$ cat config.mk
export PLATFORM = sky130hd
export DESIGN_NAME = dot_product_ctrl_flat
export DESIGN_NICKNAME = d
export VERILOG_FILES = /design/src/rtl/dot_product_ctrl_if.sv /design/src/rtl/dot_product_ctrl.sv /design/src/flat_wrapper.sv
export SDC_FILE = /design/constraint.sdc
export NUM_CORES = 1
export LEC_CHECK = 0
export ABC_AREA = 1
export CAP_MARGIN = 0
export CORE_ASPECT_RATIO = 0.8
export CORE_UTILIZATION = 40
export CTS_BUF_LIST = sky130_fd_sc_hd__clkbuf_8
export DETAILED_ROUTE_END_ITERATION = 8
export GPL_TIMING_DRIVEN = 0
export SYNTH_ARGS = -nofsm -noshare
export SYNTH_HDL_FRONTEND = slang
export SYNTH_SLANG_ARGS = --single-unit
export TNS_END_PERCENT = 1
$ cat constraint.sdc
create_clock -name clk -period 4.66 [get_ports clk]
set_clock_uncertainty 0.2 [all_clocks]
set_input_delay 0.699 -clock clk [delete_from_list [all_inputs] [get_ports clk]]
set_output_delay 0.699 -clock clk [all_outputs]
set_load 0.03 [all_outputs]
$ cat src/rtl/dot_product_ctrl_if.sv
// Handshake and memory bus bundle for the dot-product controller.
// Carries start/length, shared A/B read port, gated host write and result.
//
// Ports (signals):
//   start, length             request a dot product of length elements
//   busy                      controller not idle
//   rd_en, rd_addr            shared read strobe/address for memories A and B
//   a_data, b_data            read data, one cycle after rd_en
//   host_wr_en                host write request
//   mem_wr_en, host_wr_stall  gated write enable / write blocked
//   result, result_valid      unsigned dot product and its valid flag
//   result_ready              consumer accepts result
// Modports: slave = controller side, master = host/memory side.
interface dot_product_ctrl_if #(
    parameter int DATA_WIDTH = 8,
    parameter int ADDR_WIDTH = 4,
    parameter int ACC_WIDTH  = 2*DATA_WIDTH+ADDR_WIDTH
);
    logic                  start;
    logic [ADDR_WIDTH:0]   length;
    logic                  busy;
    logic                  rd_en;
    logic [ADDR_WIDTH-1:0] rd_addr;
    logic [DATA_WIDTH-1:0] a_data;
    logic [DATA_WIDTH-1:0] b_data;
    logic                  host_wr_en;
    logic                  mem_wr_en;
    logic                  host_wr_stall;
    logic [ACC_WIDTH-1:0]  result;
    logic                  result_valid;
    logic                  result_ready;

    modport slave (
        input  start, length, a_data, b_data,
        input  host_wr_en, result_ready,
        output busy, rd_en, rd_addr,
        output mem_wr_en, host_wr_stall,
        output result, result_valid
    );

    modport master (
        output start, length, a_data, b_data,
        output host_wr_en, result_ready,
        input  busy, rd_en, rd_addr,
        input  mem_wr_en, host_wr_stall,
        input  result, result_valid
    );
endinterface

$ cat src/rtl/dot_product_ctrl.sv
// Dot-product controller: streams N element pairs from memories A and B,
// accumulates a_data*b_data, and hands the sum out with a valid/ready pair.
//
// Ports:
//   clk  rising-edge clock
//   rst  synchronous active-high reset
//   bus  dot_product_ctrl_if.slave (start/length, read port, host write
//        gating, result handshake)
module dot_product_ctrl #(
    parameter int DATA_WIDTH = 8,
    parameter int ADDR_WIDTH = 4,
    parameter int ACC_WIDTH  = 2*DATA_WIDTH+ADDR_WIDTH
) (
    input  logic                 clk,
    input  logic                 rst,
    dot_product_ctrl_if.slave    bus
);

    localparam int PROD_WIDTH = 2*DATA_WIDTH;

    localparam logic [ADDR_WIDTH:0] MAX_LEN =
        {1'b1, {ADDR_WIDTH{1'b0}}};
    localparam logic [ADDR_WIDTH:0] LEN_ONE =
        {{ADDR_WIDTH{1'b0}}, 1'b1};
    localparam logic [ADDR_WIDTH-1:0] ADDR_ONE =
        {{(ADDR_WIDTH-1){1'b0}}, 1'b1};

    typedef enum logic [1:0] {
        IDLE,
        READ,
        DRAIN,
        DONE
    } state_t;

    state_t                state;
    logic [ADDR_WIDTH:0]   count;
    logic [ACC_WIDTH-1:0]  acc;
    logic                  rd_en_q;
    logic                  rd_en_d;
    logic [ADDR_WIDTH-1:0] rd_addr_q;
    logic                  busy_q;
    logic [ACC_WIDTH-1:0]  result_q;
    logic                  result_valid_q;

    logic [ADDR_WIDTH:0]   sat_len;
    logic                  last_addr;
    logic [PROD_WIDTH-1:0] prod;
    logic [ACC_WIDTH-1:0]  acc_next;

    // Oversized requests are clamped to the memory depth.
    assign sat_len = (bus.length > MAX_LEN) ? MAX_LEN : bus.length;

    assign last_addr = ({1'b0, rd_addr_q} == (count - LEN_ONE));

    assign prod = {{DATA_WIDTH{1'b0}}, bus.a_data}
                * {{DATA_WIDTH{1'b0}}, bus.b_data};

    // rd_en_d marks the cycle in which the read data for the previous
    // address is present on a_data/b_data.
    assign acc_next = rd_en_d
        ? acc + {{(ACC_WIDTH-PROD_WIDTH){1'b0}}, prod}
        : acc;

    always_ff @(posedge clk) begin
        if (rst) begin
            state          <= IDLE;
            count          <= '0;
            acc            <= '0;
            rd_en_q        <= 1'b0;
            rd_en_d        <= 1'b0;
            rd_addr_q      <= '0;
            busy_q         <= 1'b0;
            result_q       <= '0;
            result_valid_q <= 1'b0;
        end else begin
            rd_en_d <= rd_en_q;
            acc     <= acc_next;
            unique case (state)
                IDLE: begin
                    if (bus.start) begin
                        acc    <= '0;
                        busy_q <= 1'b1;
                        if (sat_len == '0) begin
                            count          <= '0;
                            result_q       <= '0;
                            result_valid_q <= 1'b1;
                            state          <= DONE;
                        end else begin
                            count     <= sat_len;
                            rd_en_q   <= 1'b1;
                            rd_addr_q <= '0;
                            state     <= READ;
                        end
                    end
                end
                READ: begin
                    if (last_addr) begin
                        rd_en_q   <= 1'b0;
                        rd_addr_q <= '0;
                        state     <= DRAIN;
                    end else begin
                        rd_addr_q <= rd_addr_q + ADDR_ONE;
                    end
                end
                DRAIN: begin
                    // Final element arrives this cycle; fold it in directly.
                    result_q       <= acc_next;
                    result_valid_q <= 1'b1;
                    state          <= DONE;
                end
                DONE: begin
                    if (bus.result_ready) begin
                        result_valid_q <= 1'b0;
                        busy_q         <= 1'b0;
                        state          <= IDLE;
                    end
                end
                default: begin
                    state <= IDLE;
                end
            endcase
        end
    end

    assign bus.busy         = busy_q;
    assign bus.rd_en        = rd_en_q;
    assign bus.rd_addr      = rd_addr_q;
    assign bus.result       = result_q;
    assign bus.result_valid = result_valid_q;

    // Host writes pass only while idle so they never race a read burst.
    assign bus.mem_wr_en     = bus.host_wr_en & (state == IDLE) & ~rst;
    assign bus.host_wr_stall = bus.host_wr_en & (state != IDLE) & ~rst;

endmodule
$ cat src/flat_wrapper.sv
// flat-port wrapper written by rule: the top's interface ports become plain ports
module dot_product_ctrl_flat 
#(
    parameter int DATA_WIDTH = 8,
    parameter int ADDR_WIDTH = 4,
    parameter int ACC_WIDTH  = 2*DATA_WIDTH+ADDR_WIDTH
)
  (clk, rst, bus_start, bus_length, bus_a_data, bus_b_data, bus_host_wr_en, bus_result_ready, bus_busy, bus_rd_en, bus_rd_addr, bus_mem_wr_en, bus_host_wr_stall, bus_result, bus_result_valid);
  dot_product_ctrl_if #(.DATA_WIDTH(DATA_WIDTH), .ADDR_WIDTH(ADDR_WIDTH), .ACC_WIDTH(ACC_WIDTH)) bus_i ();
  input  logic clk;
  input  logic rst;
  input wire logic [$bits(bus_i.start)-1:0] bus_start;
  input wire logic [$bits(bus_i.length)-1:0] bus_length;
  input wire logic [$bits(bus_i.a_data)-1:0] bus_a_data;
  input wire logic [$bits(bus_i.b_data)-1:0] bus_b_data;
  input wire logic [$bits(bus_i.host_wr_en)-1:0] bus_host_wr_en;
  input wire logic [$bits(bus_i.result_ready)-1:0] bus_result_ready;
  output wire logic [$bits(bus_i.busy)-1:0] bus_busy;
  output wire logic [$bits(bus_i.rd_en)-1:0] bus_rd_en;
  output wire logic [$bits(bus_i.rd_addr)-1:0] bus_rd_addr;
  output wire logic [$bits(bus_i.mem_wr_en)-1:0] bus_mem_wr_en;
  output wire logic [$bits(bus_i.host_wr_stall)-1:0] bus_host_wr_stall;
  output wire logic [$bits(bus_i.result)-1:0] bus_result;
  output wire logic [$bits(bus_i.result_valid)-1:0] bus_result_valid;
  assign bus_i.start = bus_start;
  assign bus_i.length = bus_length;
  assign bus_i.a_data = bus_a_data;
  assign bus_i.b_data = bus_b_data;
  assign bus_i.host_wr_en = bus_host_wr_en;
  assign bus_i.result_ready = bus_result_ready;
  assign bus_busy = bus_i.busy;
  assign bus_rd_en = bus_i.rd_en;
  assign bus_rd_addr = bus_i.rd_addr;
  assign bus_mem_wr_en = bus_i.mem_wr_en;
  assign bus_host_wr_stall = bus_i.host_wr_stall;
  assign bus_result = bus_i.result;
  assign bus_result_valid = bus_i.result_valid;
  dot_product_ctrl #(.DATA_WIDTH(DATA_WIDTH), .ADDR_WIDTH(ADDR_WIDTH), .ACC_WIDTH(ACC_WIDTH)) u_core (.clk(clk), .rst(rst), .bus(bus_i));
endmodule
==> flow_summary.ini <==
[grt]
grt_remaining_overflow = 0
grt_max_degree = 17
antenna_found_initial = 0
grt_pass1_wl_um = 20640
grt_pass1_vias = 4336
track_usage_pct = 18.33

[placed_design]
globalplace.congestion = 0.8584
place_hpwl_um = 9963
port_buffers = 38

[yosys]
ys_warn_count = 0
syn_area_sq_mm = 0.005424
yosysMostFrequentCell = nand2_1
syn-num-nets = 900
synthFlopType = dfxtp_1
synth-edff-count = 0
ys_ff_latch = 55
synth_cells = 777
synth_top_cell_by_area = dfxtp_1
seq_area_frac_synth_pct = 20.30
synth.area.top_cells = dfxtp_1 (20%), fa_1 (18%), nand2_1 (15%)
synthTopCellsByCount = nand2_1 (218), inv_1 (194), dfxtp_1 (55), fa_1 (50), ha_1 (47)
synth_cell_types = 37
async_flop_share_pct = 0
yosysTopAreaCellShare_pct = 20.30
syn_avg_cell_area_sq_um = 6.981

[timing]
hold_viol = 0
finalSetupViolations = 0
worstMarginPinSlew_ns = 0.5752
fin_crit_sh_pct = 94.58
whs_ns = 0.2569
slew_viol_final = 0
slew_headroom_pct = 61.65
fmax_mhz = 226.9
layout_min_cycle_time_ns = 4.407

[layout]
fillCellCount = 1353
drive_gt1_share_pct = 10.45
diodes = 0
fin_util_pct = 48.16
final_nets = 945
area_growth_pct = 15.92

[die]
core-area_sq_mm = 0.01306
die-area_sq_mm = 0.01403
die-height_um = 106.2
floorplan.initialDensity_pct = 41.55
rows = 37
ios = 55
chipWidth_um = 132.2

[worst_setup_path]
worst-setup-path-type = in2reg
cp-end-kind = register
crit_start = bus_a_data[5]
r2r_start = u_core.acc[5]$_SDFF_PP0_
start_kind = input pin
cp_max_fo = 8
worstPathRequired_ns = 4.71
cp.arrival_ns = 4.45

[detailed_routing]
vias = 4521
wl_um = 11860
post-route-drc-count = 0
antenna_left = 0
first_iter_violations = 282
vias_per_cell = 4.530
firstDrtPassIters = 5
wl_per_cell_um = 11.89

[cts]
cts-hold-fix-buffers = 0
cts_made_buffers = 5
cts_buffer_depth = 2
cts_setup_buffers = 0
clk_latency_ns = 0.32
cts_root_buf = clkbuf_8
clock_sinks = 55
path_clk_slew_ns = 0.10
htreeDepth = 2
tritoncts = done

[power_and_ir_drop]
p_leak_nw = 3.307
total_power_mw = 2.387
p_per_area_mw_per_mm2 = 379.6
ir_drop_v = 0.0001921

[status]
status = completed

[worst_hold_path]
hold_class = reg2reg
hp-start = u_core.bus.rd_en$_SDFFE_PP0P_

[run]
max_cap_violations = 0
[worst paths after layout]
| path | end | slack, ns | depth (start not counted) |
|---|---|---|---|
| worst max-delay path | u_core.bus.result[10]$_SDFFE_PP0P_ | 0.25 | 19 |
| worst min-delay path | u_core.rd_en_d$_SDFF_PP0_ | 0.26 | 2 |
| worst max register to register | u_core.bus.result[16]$_SDFFE_PP0P_ | 0.61 | 18 |
| worst min register to register | u_core.rd_en_d$_SDFF_PP0_ | 0.26 | 2 |
[flip-flops by register name, indices dropped and copies added (netlist names), named ones only]
signal                   cells
u_core.bus.result           20
u_core.acc                  18
u_core.count                 5
u_core.bus.rd_addr           4
u_core.state                 2
u_core.bus.busy              1
u_core.bus.rd_en             1
u_core.bus.result_valid      1
u_core.rd_en_d               1
[kinds of logic after synthesis]
kind of cell	count (synthesis)	share of synthesized area (%)
and+or+nand+nor	332	26.25
buffers and inverters	226	16.17
adders and majority gates	97	29.30
DFF	55	20.30
AOI/OAI and AO/OA	54	5.859
xor gates and xnor gates	12	1.938
muxes	1	0.1846
[cells in the final DEF (no fill, tap or decap), types with 7 or more instances in the layout]
| cell type | n |
|---|---|
| fa_1 | 50 |
| inv_1 | 193 |
| ha_1 | 40 |
| ha_4 | 7 |
| nand3_1 | 33 |
| dfxtp_1 | 55 |
| nor2_1 | 35 |
| xor2_1 | 7 |
| o21ai_0 | 11 |
| nand3_2 | 8 |
| nand2_1 | 216 |
| clkbuf_4 | 9 |
| buf_2 | 8 |
| a21oi_2 | 11 |
| or2_2 | 10 |
| clkdlybuf4s50_1 | 38 |
| a21oi_1 | 26 |
[per-layer routing]
layer	track usage, %	wire [um]
met1	27.53	6438
met2	28.23	4836
met3	2.718	527
met4	2.463	59
met5	0	0
[where the power goes]
part | switching (mW) | internal (mW) | leakage [nW] | total [mW]
Clock | 0.165 | 0.120 | 0.0526 | 0.285
Sequential | 0.0258 | 0.508 | 0.446 | 0.534
Combinational | 0.943 | 0.624 | 2.81 | 1.57
Total | 1.13 | 1.25 | 3.31 | 2.39
[per-stage QoR]
stage	cells	setup slack, ns	setup TNS (ns)	cell area, sq um
finish	998	0.2528	0	6287
global route	998	-0.02500	-0.02500	6287
CTS	998	0.01175	0	6130
detailed placement	990	-0.4590	-8.833	6023
global placement	990	-0.4147	-7.878	6023
floorplan	777	0.03752	0	5424
[worst max-delay path, stage by stage]
cell	delay (ns)
clkbuf_4	0.18
nand2_1	0.09
fa_1	0.53
inv_1	0.05
fa_1	0.51
fa_1	0.55
inv_1	0.05
fa_1	0.53
inv_1	0.06
ha_4	0.29
nand2_2	0.07
inv_1	0.06
nand2_1	0.04
nand2_1	0.09
a21oi_1	0.06
or2_2	0.27
nand3_1	0.09
nand3_1	0.09
a21oi_1	0.13
[what timing repair did]
action | CTS | global route
setup endpoints to repair | 14 | 24
gates resized for setup | 9 | 55
pin swaps | 0 | 2
[final cells by class]
type                            instances  area (sq um)  area share [%]
Multi-Input combinational cell        496          3568           56.76
Sequential cell                        55          1101           17.51
Inverter                              198         745.7           11.86
Timing Repair Buffer                   38         380.4           6.050
Tap cell                              175         219.0           3.483
Buffer                                 28         177.7           2.826
Clock buffer                            6         82.58           1.313
Clock inverter                          2         12.51          0.1990
Power figures use the tool's default switching activity.
